===== config.mk =====
export PLATFORM = sky130hd
export DESIGN_NAME = iir_biquad_cascade_tdm
export DESIGN_NICKNAME = d
export VERILOG_FILES = /design/src/rtl/iir_biquad_cascade_tdm.sv
export SDC_FILE = /design/constraint.sdc
export NUM_CORES = 2
export LEC_CHECK = 0
export ABC_CLOCK_PERIOD_IN_PS = 15900
export CAP_MARGIN = 20
export CORE_UTILIZATION = 65
export DETAILED_ROUTE_END_ITERATION = 16
export DONT_BUFFER_PORTS = 1
export PLACE_DENSITY_LB_ADDON = 0.08
export SLEW_MARGIN = 0
export SYNTH_ARGS = -nofsm -noshare
export SYNTH_HDL_FRONTEND = slang
export SYNTH_SLANG_ARGS = --single-unit

===== constraint.sdc =====
create_clock -name clk -period 15.9 [get_ports clk]
set_clock_uncertainty 0.2 [all_clocks]
set_input_delay 2.385 -clock clk [delete_from_list [all_inputs] [get_ports clk]]
set_output_delay 2.385 -clock clk [all_outputs]
set_load 0.02 [all_outputs]

===== src/rtl/iir_biquad_cascade_tdm.sv =====
// Cascade of direct-form-II-transposed biquads sharing one multiplier,
// five products per section, one sample in flight at a time.
module iir_biquad_cascade_tdm #(
    parameter int DATA_WIDTH  = 16,
    parameter int COEFF_WIDTH = 16,
    parameter int NUM_STAGES  = 4,
    parameter int FRAC_BITS   = 14
) (
    input  logic                                clk,
    input  logic                                rst,
    input  logic                                s_valid,
    output logic                                s_ready,
    input  logic signed [DATA_WIDTH-1:0]        s_data,
    output logic                                m_valid,
    input  logic                                m_ready,
    output logic signed [DATA_WIDTH-1:0]        m_data,
    input  logic                                coef_we,
    input  logic [$clog2(5*NUM_STAGES)-1:0]     coef_addr,
    input  logic signed [COEFF_WIDTH-1:0]       coef_wdata,
    input  logic                                state_clr,
    output logic                                busy,
    output logic                                sat_flag,
    output logic                                coef_err
);

    localparam int NCOEF = 5 * NUM_STAGES;
    localparam int AW    = $clog2(NCOEF);
    localparam int SW    = (NUM_STAGES > 1) ? $clog2(NUM_STAGES) : 1;
    localparam int PW    = DATA_WIDTH + COEFF_WIDTH;
    localparam int ACC_W = PW + 2;

    localparam logic signed [ACC_W-1:0] Y_MAX =
        {{(ACC_W-DATA_WIDTH+1){1'b0}}, {(DATA_WIDTH-1){1'b1}}};
    localparam logic signed [ACC_W-1:0] Y_MIN = ~Y_MAX;
    localparam logic signed [COEFF_WIDTH-1:0] B0_UNITY = COEFF_WIDTH'(1 << FRAC_BITS);
    localparam logic [AW-1:0] LAST_SLOT = AW'(NCOEF - 1);

    typedef enum logic [1:0] {IDLE, COMPUTE, OUTPUT} state_t;

    state_t                          state_q;
    logic [AW-1:0]                   cnt_q;
    logic [2:0]                      k_q;
    logic [SW-1:0]                   stage_q;
    logic                            m_valid_q;
    logic signed [DATA_WIDTH-1:0]    m_data_q;
    logic                            coef_err_q;
    logic                            sat_q;
    logic signed [DATA_WIDTH-1:0]    x_q;
    logic signed [DATA_WIDTH-1:0]    y_q;
    logic signed [COEFF_WIDTH-1:0]   coef_q [NCOEF];
    logic signed [ACC_W-1:0]         s1_q [NUM_STAGES];
    logic signed [ACC_W-1:0]         s2_q [NUM_STAGES];

    logic                            addr_ok;
    logic signed [COEFF_WIDTH-1:0]   mul_a;
    logic signed [DATA_WIDTH-1:0]    mul_b;
    logic signed [PW-1:0]            prod;
    logic signed [ACC_W-1:0]         prod_ext;
    logic signed [ACC_W-1:0]         s1_cur;
    logic signed [ACC_W-1:0]         s2_cur;
    logic signed [ACC_W-1:0]         acc_sh;
    logic signed [DATA_WIDTH-1:0]    y_d;
    logic                            y_ovf_d;

    assign addr_ok  = (int'(coef_addr) < NCOEF);
    assign s_ready  = (state_q == IDLE);
    assign busy     = (state_q != IDLE);
    assign m_valid  = m_valid_q;
    assign m_data   = m_data_q;
    assign sat_flag = sat_q;
    assign coef_err = coef_err_q;

    // The coefficient index equals the slot counter: slot k of stage s is s*5+k.
    assign mul_a    = coef_q[cnt_q];
    assign mul_b    = (k_q < 3'd3) ? x_q : y_q;
    assign prod     = PW'(mul_a) * PW'(mul_b);
    assign prod_ext = ACC_W'(prod);
    assign s1_cur   = s1_q[stage_q];
    assign s2_cur   = s2_q[stage_q];
    assign acc_sh   = (prod_ext + s1_cur) >>> FRAC_BITS;

    // NOTE: every output of a combinational block is assigned on all paths
    // (defaults first) so no latch is inferred.
    always_comb begin
        y_d     = DATA_WIDTH'(acc_sh);
        y_ovf_d = 1'b0;
        if (acc_sh > Y_MAX) begin
            y_d     = DATA_WIDTH'(Y_MAX);
            y_ovf_d = 1'b1;
        end else if (acc_sh < Y_MIN) begin
            y_d     = DATA_WIDTH'(Y_MIN);
            y_ovf_d = 1'b1;
        end
    end

    // NOTE: sequential state uses non-blocking assignments only, so every
    // register samples the pre-edge values regardless of statement order.
    always_ff @(posedge clk or negedge rst) begin
        if (!rst) begin
            state_q    <= IDLE;
            cnt_q      <= '0;
            k_q        <= '0;
            stage_q    <= '0;
            m_valid_q  <= 1'b0;
            m_data_q   <= '0;
            coef_err_q <= 1'b0;
        end else begin
            coef_err_q <= coef_we && ((state_q != IDLE) || !addr_ok);
            case (state_q)
                IDLE: begin
                    if (s_valid) begin
                        state_q <= COMPUTE;
                        cnt_q   <= '0;
                        k_q     <= '0;
                        stage_q <= '0;
                    end
                end
                COMPUTE: begin
                    if (cnt_q == LAST_SLOT) begin
                        state_q <= OUTPUT;
                    end else begin
                        cnt_q <= cnt_q + AW'(1);
                        if (k_q == 3'd4) begin
                            k_q     <= '0;
                            stage_q <= stage_q + SW'(1);
                        end else begin
                            k_q <= k_q + 3'd1;
                        end
                    end
                end
                OUTPUT: begin
                    // First OUTPUT cycle registers the result; handshake follows.
                    if (!m_valid_q) begin
                        m_valid_q <= 1'b1;
                        m_data_q  <= y_q;
                    end else if (m_ready) begin
                        m_valid_q <= 1'b0;
                        state_q   <= IDLE;
                    end
                end
                default: state_q <= IDLE;
            endcase
        end
    end

    // NOTE: coefficient storage is reset because its reset contents define
    // the pass-through behaviour, which rules out mapping it to a RAM.
    always_ff @(posedge clk or negedge rst) begin
        if (!rst) begin
            for (int i = 0; i < NCOEF; i++) begin
                coef_q[i] <= (i % 5 == 0) ? B0_UNITY : '0;
            end
        end else if (coef_we && (state_q == IDLE) && addr_ok) begin
            coef_q[coef_addr] <= coef_wdata;
        end
    end

    always_ff @(posedge clk or negedge rst) begin
        if (!rst) begin
            x_q   <= '0;
            y_q   <= '0;
            sat_q <= 1'b0;
            for (int i = 0; i < NUM_STAGES; i++) begin
                s1_q[i] <= '0;
                s2_q[i] <= '0;
            end
        end else begin
            case (state_q)
                IDLE: begin
                    if (state_clr) begin
                        for (int i = 0; i < NUM_STAGES; i++) begin
                            s1_q[i] <= '0;
                            s2_q[i] <= '0;
                        end
                    end
                    if (s_valid) begin
                        x_q <= s_data;
                    end
                end
                COMPUTE: begin
                    // s1 and s2 are read before being overwritten within a section.
                    case (k_q)
                        3'd0: begin
                            y_q <= y_d;
                            if (y_ovf_d) begin
                                sat_q <= 1'b1;
                            end
                        end
                        3'd1: s1_q[stage_q] <= prod_ext + s2_cur;
                        3'd2: s2_q[stage_q] <= prod_ext;
                        3'd3: s1_q[stage_q] <= s1_cur - prod_ext;
                        default: begin
                            s2_q[stage_q] <= s2_cur - prod_ext;
                            x_q           <= y_q;
                        end
                    endcase
                end
                default: ;
            endcase
        end
    end

endmodule


==> out/qor.txt <==
# DRC = 0
Worst r2r src = cnt_q[0]$_DFFE_PN0P_
# hold bufs at CTS = 0
Slew @ Worst Pin = 1.402 ns
Initial Util = 65.74%
Post-cts sizing count = 0
Pin count of the biggest net entering global routing = 656
Via count = 32600
CTS tree = done
Routed WL = 124.1 mm
Mapped Avg Cell Area = 10.87 um^2
Chip Height = 265.6 um
Post-Syn Area = 0.04517 mm^2
CTS H-tree depth = 3
Final Hold Fails = 0
Share of flip-flops with an asynchronous set or reset = 100.0%
Tmin final = 13.69 ns
Hold Crit Class = reg2reg
Layout cells sized above 1 = 18.39%
Die ar. = 0.07055 mm^2
Total inserted antenna cells = 0
Syn Inst Count = 4157
Hold EP = s1_q[65]$_DFFE_PN0P_
I/O pin count = 64
Vias per cell = 6.437
Critical Path End Type = flip-flop
Crit path kind = reg2reg
#FFs+latches synth = 655
# rows = 96
Worst-path clk slew = 0.06 ns
Post-synth EDFFs = 0
Syn Nets = 4689
Post-synthesis sequential area ratio = 36.30%
Post-route cell area = 0.04863 mm^2
Hold Crit Start = s1_q[65]$_DFFE_PN0P_
GRT Total Usage = 36.15%
DR iter-0 viols = 3227
Layout Utilization = 70.78%
Reg2reg setup slack = 2.21 ns
Status = finished clean
CP required = 16.21 ns
Vias in the first global route = 32720
Worst path slowest cell = dfrtp_4
TritonRoute pass-1 iters = 5
Total grt overflow = 0
Setup TNS = 0 ns
Root Buffer Master = clkbuf_16
Final period utilization = 86.13%
Port Buffers = 0
Cells after DPL = 4933
GP Congestion = 0.9932
WL per Instance = 24.50 um
Slew margin rel. = 6.556%
Crit-path max FO = 39
Syn. warnings = 0
Synthesis-to-finish area growth = 7.656%
Max clock buf depth = 3
RSZ-0062 raised after global routing = no
Die W = 265.6 um
Pins Over Slew Limit = 0
Most frequent CP cell = fa_1
Startpoint types = flip-flop
# setup viols final = 0
Number of post-CTS setup repair buffers = 0
Synth unique cells = 81
Sink Count = 655
Reg-to-reg critical path endpoint = y_q[13]$_DFFE_PN0P_
Post-route non-filler standard cell count = 5064
Worst-Skew Late Latency = 0.64 ns
Antenna Nets Post-Route = 0
Post-DP HPWL = 86.83 mm
Fmax = 73.02 MHz
Initial antenna violation count = 3
Critical path arrival = 14.01 ns
Synth Flop Type = dfrtp_1
Max Cap Viol = 0
Placed standard-cell area = 0.04615 mm^2
Layout net count = 4610
Reg2Reg Depth = 37
Hold Path Cell Cnt = 2
Max incr delay on CP = 0.85 ns
CTS buffer count = 71
Critical Path Start = cnt_q[0]$_DFFE_PN0P_
Core ar. = 0.06871 mm^2
First-pass GRT wire length = 194.0 mm
==> sequential cells by signal (all words and copies together), names as in the netlist <==
signal    count
s1_q        136
stage_q       2
m_valid       1
state_q       2
coef_q      320
s2_q        136
x_q          16
sat_flag      1
coef_err      1
cnt_q         5
y_q          16
k_q           3
m_data       16
==> cell usage after synthesis (14+ instances only) <==
cell,instances,share of area (%)
or3_1,14,0.19
nand3_1,23,0.25
clkbuf_1,207,1.7
xor2_1,27,0.52
o31ai_1,20,0.33
dfrtp_1,651,36
nor2b_1,23,0.32
buf_1,22,0.18
mux4_2,152,7.6
a21o_1,28,0.47
o21ai_0,258,2.9
xnor2_1,113,2.2
nor3_1,32,0.35
mux2_2,361,9.0
a211oi_1,18,0.30
a21oi_1,163,1.8
nand2b_1,27,0.37
o21bai_1,40,0.66
nor2_1,276,2.3
mux2i_1,47,1.0
inv_1,422,3.5
fa_1,265,12
and2_1,23,0.32
a22o_1,131,2.5
nand2_1,369,3.1
ha_1,224,6.2
==> cells by family (layout without fill, tap and decap cells) <==
| family | Yosys count | after routing | share of synthesized area, % |
|---|---|---|---|
| simple gates | 849 | 849 | 8.122 |
| compound gates | 805 | 805 | 11.71 |
| buf+inv | 657 | 633 | 5.487 |
| flops | 655 | 655 | 36.30 |
| mux | 560 | 560 | 17.62 |
| fa+ha+maj | 489 | 489 | 17.95 |
| xor+xnor | 142 | 142 | 2.817 |
==> how the worst max path moves through the flow <==
stage | depth (start not counted) | slack [ns] | endpoint
after floorplan | 40 | 4.46 | y_q[10]$_DFFE_PN0P_
after global placement | 37 | 2.71 | y_q[3]$_DFFE_PN0P_
after detailed placement | 37 | 2.57 | y_q[13]$_DFFE_PN0P_
after CTS | 37 | 2.47 | y_q[13]$_DFFE_PN0P_
after global routing | 38 | 1.69 | y_q[3]$_DFFE_PN0P_
final | 37 | 2.21 | y_q[13]$_DFFE_PN0P_
==> per-layer routing <==
metal / routed length, um / GRT usage [%] / vias up
met1: 53780 / 53.76 / 16690
met2: 53810 / 52.77 / 1461
met4: 4317 / 11.77 / 2
met5: 10 / 0 / -
met3: 12160 / 8.313 / 249
li1: - / - / 14200
==> worst max-delay path, delay by kind of cell, from the launching register on <==
family / cells / cell delay, ns
and+or+nand+nor: 6 / 1.16
muxes: 2 / 0.86
adders and majority gates: 8 / 3.79
buffers and inverters: 6 / 1.14
xor gates and xnor gates: 1 / 0.83
DFF: 1 / 0.85
AOI/OAI and AO/OA: 14 / 4.67
==> metrics by stage <==
stage / hold WS (ns) / setup WS, ns
after floorplan: 0.2432 / 4.456
after global placement: 0.2555 / 2.705
after detailed placement: 0.2651 / 2.571
after CTS: 0.2784 / 2.474
after global routing: 0.2933 / 1.685
final: 0.2735 / 2.206
==> cell type report <==
cell class                      instances  area [um^2]
Multi-Input combinational cell       2845        26390
Fill cell                            5077        20080
Sequential cell                       655        16410
Clock buffer                          102         2064
Inverter                              423         1588
Tap cell                              931         1165
Timing Repair Buffer                   82        683.2
Clock inverter                         26        327.8
==> cells in the final DEF (no fill, tap or decap), types with 72 or more instances in the layout <==
cell / n
a21oi_1: 162
clkbuf_16: 72
nor2_1: 264
xnor2_1: 112
dfrtp_1: 647
mux4_2: 152
inv_1: 422
fa_1: 265
o21ai_0: 257
a22o_1: 131
buf_4: 78
nand2_1: 369
mux2_2: 361
ha_1: 224
Power is left out: the tool's default activity adds up to more than one toggle a clock period on the data nets, which glitch-free logic cannot reach.
